File: config.mk
export PLATFORM = sky130hd
export DESIGN_NAME = uart_rx
export DESIGN_NICKNAME = d
export VERILOG_FILES = /design/src/rtl/uart_rx.sv
export SDC_FILE = /design/constraint.sdc
export NUM_CORES = 1
export LEC_CHECK = 0
export CORE_MARGIN = 3
export CORE_UTILIZATION = 55
export DETAILED_ROUTE_END_ITERATION = 8
export PLACE_DENSITY = 0.78
export SYNTH_ARGS = -nofsm -noshare
export SYNTH_HDL_FRONTEND = slang
export SYNTH_SLANG_ARGS = --single-unit
File: constraint.sdc
create_clock -name clk -period 3 [get_ports clk]
set_input_delay 0.6 -clock clk [delete_from_list [all_inputs] [get_ports clk]]
set_output_delay 0.6 -clock clk [all_outputs]
set_load 0.01 [all_outputs]
File: src/rtl/uart_rx.sv
// 8N1 UART receiver: two-flop synchroniser, mid-bit start qualification, LSB-first
// sampling at bit centres, stop-bit check with valid / framing_err single-cycle pulses.
module uart_rx #(
    parameter int CLK_HZ = 50_000_000,
    parameter int BAUD   = 115200
) (
    input  logic       clk,
    input  logic       rst,
    input  logic       rx,
    output logic [7:0] data_out,
    output logic       valid,
    output logic       framing_err,
    output logic       busy
);
    localparam int CLKS_PER_BIT = (CLK_HZ + BAUD / 2) / BAUD;
    localparam int HALF_BIT     = CLKS_PER_BIT / 2;
    localparam int CW           = (CLKS_PER_BIT > 2) ? $clog2(CLKS_PER_BIT) : 1;

    localparam logic [CW-1:0] HALF_LAST = CW'(HALF_BIT - 1);
    localparam logic [CW-1:0] BIT_LAST  = CW'(CLKS_PER_BIT - 1);
    localparam logic [CW-1:0] CNT_ONE   = CW'(1);
    localparam logic [CW-1:0] CNT_ZERO  = CW'(0);

    typedef enum logic [2:0] {
        IDLE       = 3'd0,
        START      = 3'd1,
        DATA       = 3'd2,
        STOP       = 3'd3,
        BREAK_WAIT = 3'd4
    } state_t;

    state_t        state_q, state_d;
    logic          rx_meta_q, rx_s_q;
    logic [CW-1:0] count_q, count_d;
    logic [2:0]    bit_idx_q, bit_idx_d;
    logic [7:0]    shreg_q, shreg_d;
    logic [7:0]    data_out_q, data_out_d;
    logic          valid_q, valid_d;
    logic          framing_err_q, framing_err_d;
    logic          busy_q, busy_d;

    // Next-state and output decode; pulses default low so they last a single cycle.
    always_comb begin
        state_d       = state_q;
        count_d       = count_q;
        bit_idx_d     = bit_idx_q;
        shreg_d       = shreg_q;
        data_out_d    = data_out_q;
        valid_d       = 1'b0;
        framing_err_d = 1'b0;
        case (state_q)
            IDLE: begin
                count_d = CNT_ZERO;
                if (!rx_s_q) begin
                    state_d = START;
                end else begin
                    state_d = IDLE;
                end
            end
            START: begin
                if (count_q == HALF_LAST) begin
                    count_d = CNT_ZERO;
                    if (!rx_s_q) begin
                        state_d   = DATA;
                        bit_idx_d = 3'd0;
                    end else begin
                        state_d = IDLE;
                    end
                end else begin
                    count_d = count_q + CNT_ONE;
                end
            end
            DATA: begin
                if (count_q == BIT_LAST) begin
                    count_d            = CNT_ZERO;
                    shreg_d[bit_idx_q] = rx_s_q;
                    if (bit_idx_q == 3'd7) begin
                        state_d = STOP;
                    end else begin
                        bit_idx_d = bit_idx_q + 3'd1;
                    end
                end else begin
                    count_d = count_q + CNT_ONE;
                end
            end
            STOP: begin
                if (count_q == BIT_LAST) begin
                    count_d = CNT_ZERO;
                    if (rx_s_q) begin
                        data_out_d = shreg_q;
                        valid_d    = 1'b1;
                        state_d    = IDLE;
                    end else begin
                        framing_err_d = 1'b1;
                        state_d       = BREAK_WAIT;
                    end
                end else begin
                    count_d = count_q + CNT_ONE;
                end
            end
            BREAK_WAIT: begin
                // A held-low line must return high before a new start can be seen.
                count_d = CNT_ZERO;
                if (rx_s_q) begin
                    state_d = IDLE;
                end else begin
                    state_d = BREAK_WAIT;
                end
            end
            default: begin
                state_d = IDLE;
                count_d = CNT_ZERO;
            end
        endcase
        busy_d = (state_d != IDLE);
    end

    // Synchroniser, state and registered outputs.
    always_ff @(posedge clk) begin
        if (rst) begin
            rx_meta_q     <= 1'b1;
            rx_s_q        <= 1'b1;
            state_q       <= IDLE;
            count_q       <= CNT_ZERO;
            bit_idx_q     <= 3'd0;
            shreg_q       <= 8'h00;
            data_out_q    <= 8'h00;
            valid_q       <= 1'b0;
            framing_err_q <= 1'b0;
            busy_q        <= 1'b0;
        end else begin
            rx_meta_q     <= rx;
            rx_s_q        <= rx_meta_q;
            state_q       <= state_d;
            count_q       <= count_d;
            bit_idx_q     <= bit_idx_d;
            shreg_q       <= shreg_d;
            data_out_q    <= data_out_d;
            valid_q       <= valid_d;
            framing_err_q <= framing_err_d;
            busy_q        <= busy_d;
        end
    end

    assign data_out    = data_out_q;
    assign valid       = valid_q;
    assign framing_err = framing_err_q;
    assign busy        = busy_q;
endmodule

=== Word-level counts from Yosys, hierarchy flattened ===
Index checks and enable logic that the tools add are counted.
Widths: inputs -> output; s select.

* Flip-flop bits (word level): 36
* Bits in latches: 0
* Memory bits (writable): 0
* Memory bits (read-only): 0
* Bits of input ports: 3
* Output and inout port bits: 11
* Logic and storage cells: 57
* Memories kept: 0

* Add/sub/neg operators: 2
* Multiply operators: 0
* Div/mod/pow operators: 0
* $lt $le $gt $ge: 2
* Equal/unequal tests: 11
* Shifts and indexed selects: 0
* Multiplexer cells: 21
* Bitwise logic cells: 2
* Reduce and logical (&&, ||, !) cells: 9

{| class="wikitable"
|+ Operators with widths
! operator !! count
|-
| $mux 3 || 9
|-
| $mux 9 || 2
|-
| $pmux 9 s2 || 1
|-
| $pmux 3 s5 || 1
|-
| $add 9x1->9 const B || 1
|-
| $eq 9x8->1 const B || 1
|-
| $eq 9x9->1 const B || 1
|-
| $bwmux 8 || 1
|-
| $ne 2x2->1 const B || 4
|-
| $eq 3x2->1 const B || 2
|-
| $eq 3x3->1 const B || 2
|-
| $pmux 3 s2 || 1
|-
| $reduce_and 5->1 || 1
|-
| $lt 3x4->1 const B || 1
|-
| $mux 1 || 4
|-
| $add 3x1->3 const B || 1
|-
| $demux 1 s3 || 1
|-
| $eq 3x1->1 const B || 1
|-
| $ge 3x1->1 const B || 1
|-
| $logic_not 3->1 || 1
|-
| $reduce_and 3->1 || 1
|-
| $reduce_bool 3->1 || 1
|-
| $reduce_or 3->1 || 1
|-
| $mux 2 || 1
|-
| other kinds (5) || 6
|}

=== Depth between registers and ports, before layout ===
* Word-level depth: 5
* Depth in mapped cells: 7
* Gate-level depth less buffers: 7

=== Worst setup path after synthesis ===
No wires, ideal clock.

* Kind: register -> register
* From: reg count_q[0]
* To: reg busy_q, in the netlist busy
* Library setup time: 127 ps
* Arrival time: 1,713 ps
* Required time: 2,873 ps
* Path slack: 1,160 ps
* Stages on the path, launching flop included: 8
* Path buffers: 0
* Period minus slack after synthesis: 1,840 ps
* Path through: dfxtp_1 -> inv_1 -> ha_1 -> or4b_1 -> nor3_2 -> mux2i_1 -> a2bb2oi_1 -> or3b_1

* Longest elaborated chain between the ends: 4
* Elaborated cells on any way between the ends: 7
* Those cells by class: 2 x eq/ne; 4 x mux; 1 x reduce/logical

{| class="wikitable"
|+ Ends and longest elaborated chain
! what !! RTL line !! source
|-
| start, declared || 34 || <nowiki>logic [CW-1:0] count_q, count_d;</nowiki>
|-
| start signal, assigned || 135 || <nowiki>count_q <= count_d;</nowiki>
|-
| $eq 9x9->1 or $eq 9x8->1 (tied branches) || 74, 87, 61 ||
|-
| $mux 3, on equally long branches || 87, 61, 74 ||
|-
| $pmux 3 s5 * || 51 || <nowiki>case (state_q)</nowiki>
|-
| $reduce_bool 3->1 * || 115 || <nowiki>busy_d = (state_d != IDLE);</nowiki>
|-
| end signal, assigned || 141 || <nowiki>busy_q <= busy_d;</nowiki>
|-
| end, declared || 40 || <nowiki>logic busy_q, busy_d;</nowiki>
|}

Every way passes the cells marked *; elsewhere a longest branch is shown, timed or not.
A chain may end at the register's enable or synchronous reset.

=== Worst setup path in the final report ===
* From: reg count_q[0]
* To: reg shreg_q[1]

* Longest elaborated chain between the ends: 2

{| class="wikitable"
|+ Ends and longest elaborated chain
! what !! RTL line !! source
|-
| $eq 9x9->1 || 74 || <nowiki>if (count_q == BIT_LAST) begin</nowiki>
|-
| $reduce_and 2->1 (no source line) || n/a ||
|-
| end signal, assigned || 137 || <nowiki>shreg_q <= shreg_d;</nowiki>
|-
| end, declared || 36 || <nowiki>logic [7:0] shreg_q, shreg_d;</nowiki>
|}

Every way passes these cells.

==> flow_summary.json <==
{
  "cts_buffer_depth": 2,
  "synth_top_area_cell": "dfxtp_1",
  "worstPathBufferInverterCount": 0,
  "cp.arrival_ps": 2330,
  "rsz0062_at_grt": "false",
  "hold_viol_final": 0,
  "powerDensity_mw_per_mm2": 462,
  "hold_path_depth": 1,
  "yosysSeqAreaShare_pct": 45.6,
  "relSlewSlack_pct": 49.2,
  "hold_start": "rx_meta_q$_SDFF_PP1_",
  "utilization_pct": 69.1,
  "setup_violations": 0,
  "use_met2_pct": 29.5,
  "finalPower_mw": 0.834,
  "cts_setup_buffers": 0,
  "synthTopCellsByCount": "dfxtp_1, nor2_1, mux2i_1, nand2_1",
  "maxCapViolCount": 0,
  "endpoint_kind": "flip-flop",
  "postSynthCellCount": 170,
  "startpoint_type": "flip-flop",
  "drt_pass1_iterations": 4,
  "antenna_left": 0,
  "diodes": 0,
  "outcome": "complete, no violations",
  "track_usage_pct": 19.2,
  "port_buffers": 13,
  "ios": 14,
  "ir_drop_mv": 0.499,
  "cts_buffers": 5,
  "drt_drc_violations_left": 0,
  "path_cells": "ha_1, nand4bb_1, nor4_1, nand3b_1, mux2i_1, nor2_1",
  "fin_crit_ps": 2100,
  "drv_slew": 0,
  "top_usage_layer": "met2",
  "setup_slack_ps": 904,
  "core_mm2": 0.00261,
  "hold_buffers": 0,
  "grtUsageMet3_pct": 6.75,
  "cts_max_level": 2,
  "die-area_mm2": 0.00356,
  "reg2reg_from": "count_q[0]$_SDFF_PP0_",
  "viasPerCell": 5.55,
  "synthTopCellsByArea": "dfxtp_1, mux2i_1, nor2_1",
  "worstMarginPinSlew_ps": 754,
  "leakage_nw": 0.696,
  "syn-mean-instance-area_um2": 9.30,
  "cpPeakStageDelay_ps": 690,
  "syn_nets": 178,
  "synthDistinctLibCells": 35,
  "grt_max_degree": 23,
  "path_max_fanout": 5,
  "antenna_found_initial": 0,
  "root_buffer": "clkbuf_4",
  "synth_edf_count": 0,
  "synthesis.area_mm2": 0.00158,
  "syn2layout_area_growth_pct": 14.1,
  "synth_ff_type": "dfxtp_1",
  "wire_per_inst_um": 13.4,
  "hold_path_end": "rx_s_q$_SDFF_PP1_",
  "critical_path.top_delay_family": "simple AND/OR/NAND/NOR gates",
  "drt_wl_total_mm": 2.87,
  "cts_tree": "yes",
  "hp-class": "flip-flop to flip-flop",
  "cp.required_ps": 3240,
  "synth.most_common_cell": "dfxtp_1",
  "reg2regPathDepth": 6,
  "async_flop_share_pct": 0,
  "drtIter0Drc": 32,
  "pre_cts_ws_ps": 791,
  "die_height_um": 59.6,
  "nNetsFinal": 192,
  "fillCellCount": 225,
  "dp.final_hpwl_mm": 1.99,
  "place_congestion": 0.778,
  "clkSlewWorstSetupHoldPaths_ps": 100,
  "max_freq_ghz": 0.477,
  "whs_ps": 417,
  "ys_warn_count": 0,
  "fin_crit_sh_pct": 69.9,
  "clkLatencyLatePin_ps": 340,
  "drive_gt1_share_pct": 8.65,
  "crit_type": "flip-flop to flip-flop",
  "rows": 18,
  "start_util_pct": 60.5,
  "finClkSkew_ps": 11.7,
  "use_met1_pct": 23.9,
  "via_count": 1194,
  "ff2ff_setup_slack_ps": 900,
  "r2r_end": "shreg_q[1]$_SDFFE_PP0P_",
  "ctsResizeCount": 0,
  "netlist.area_leader.share_pct": 45.6,
  "cts_sinks": 36,
  "grt_pass1_wl_mm": 5.06,
  "grt-ovfl-total": 0,
  "die_w_um": 59.6,
  "cp_slowest_cell": "nor4_1",
  "grt_pass1_vias": 1128,
  "ys_seq_elements": 36,
  "fin_tns_setup_ps": 0
}
layer usage:
layer  vias to the layer above  part of all wire, %
met1                       554                   49
met3                         8                  4.5
li1                        609                    -
met2                        23                   45
met5                         -                    0
met4                         0                  1.9
where the power goes:
part,leakage (nW),internal [mW],switching (mW)
Clock,0.0422,0.175,0.154
Combinational,0.364,0.00924,0.0100
Sequential,0.291,0.481,0.00516
Total,0.696,0.665,0.169
worst max-delay path by stage:
stage	start	to	cells after the start
2_1_floorplan	count_q[0]$_SDFF_PP0_	busy$_SDFF_PP0_	7
3_3_place_gp	rst	busy$_SDFF_PP0_	5
3_5_place_dp	rst	busy$_SDFF_PP0_	5
4_1_cts	count_q[0]$_SDFF_PP0_	shreg_q[1]$_SDFFE_PP0P_	6
5_1_grt	count_q[0]$_SDFF_PP0_	shreg_q[1]$_SDFFE_PP0P_	6
6_report	count_q[0]$_SDFF_PP0_	shreg_q[1]$_SDFFE_PP0P_	6
logic make-up (layout without fill, tap and decap cells):
family                   after synthesis  after routing  share of synthesized area, %
AO/OA/AOI/OAI                         11             11                          4.35
XOR/XNOR                               7              7                          3.88
adder cells (fa/ha/maj)                5              5                          3.96
buffers and inverters                 12             27                          3.01
flip-flops                            36             36                          45.6
multiplexers                          17             17                          10.8
AND/OR/NAND/NOR                       82             82                          28.5
per-stage QoR:
stage	instance area, um^2	instances
5_1_grt	1800	215
6_report	1800	215
3_5_place_dp	1730	207
4_1_cts	1800	215
2_1_floorplan	1580	170
3_3_place_gp	1730	207
sequential cells by signal, summed over array words and instances (netlist names):
register     count
rx_s_q           1
data_out         8
busy             1
rx_meta_q        1
count_q          9
bit_idx_q        3
valid            1
framing_err      1
state_q          3
shreg_q          8
worst reg2reg max path: cells and delay by family (launching register included):
kind	cells	cell delay, ps
adders and majority gates	1	190
DFF	1	410
and+or+nand+nor	4	1170
muxes	1	230
final cells by class:
| class | count | area [um^2] | area share, % |
|---|---|---|---|
| flip-flops and latches | 36 | 721 | 39.9 |
| multi-input cells | 122 | 813 | 45.1 |
| repair buffers | 14 | 138 | 7.63 |
| inverters | 5 | 18.8 | 1.04 |
| well taps | 30 | 37.5 | 2.08 |
| clock inverters | 2 | 35.0 | 1.94 |
| clock buffers | 6 | 41.3 | 2.29 |
placed cells by master, fill, tap and decap left out, types with 2 or more instances in the layout:
cell,Yosys,layout
clkbuf_4,0,5
nor4_1,2,2
nand4bb_1,2,2
nand3_1,5,5
nor3b_2,2,2
clkdlybuf4s50_1,0,13
ha_1,5,5
nand4b_1,2,2
nor2b_1,5,5
or2_2,2,2
a21oi_1,5,5
nand4_1,2,2
xor2_1,3,3
or3b_1,2,2
nor3b_1,2,2
inv_1,5,5
nand3b_1,4,4
dfxtp_1,36,36
a31oi_1,2,2
mux2i_1,17,17
nor3_1,3,3
nor2_1,34,34
xnor2_1,4,4
nand2_1,9,9
(Power assumes the default switching activity.)
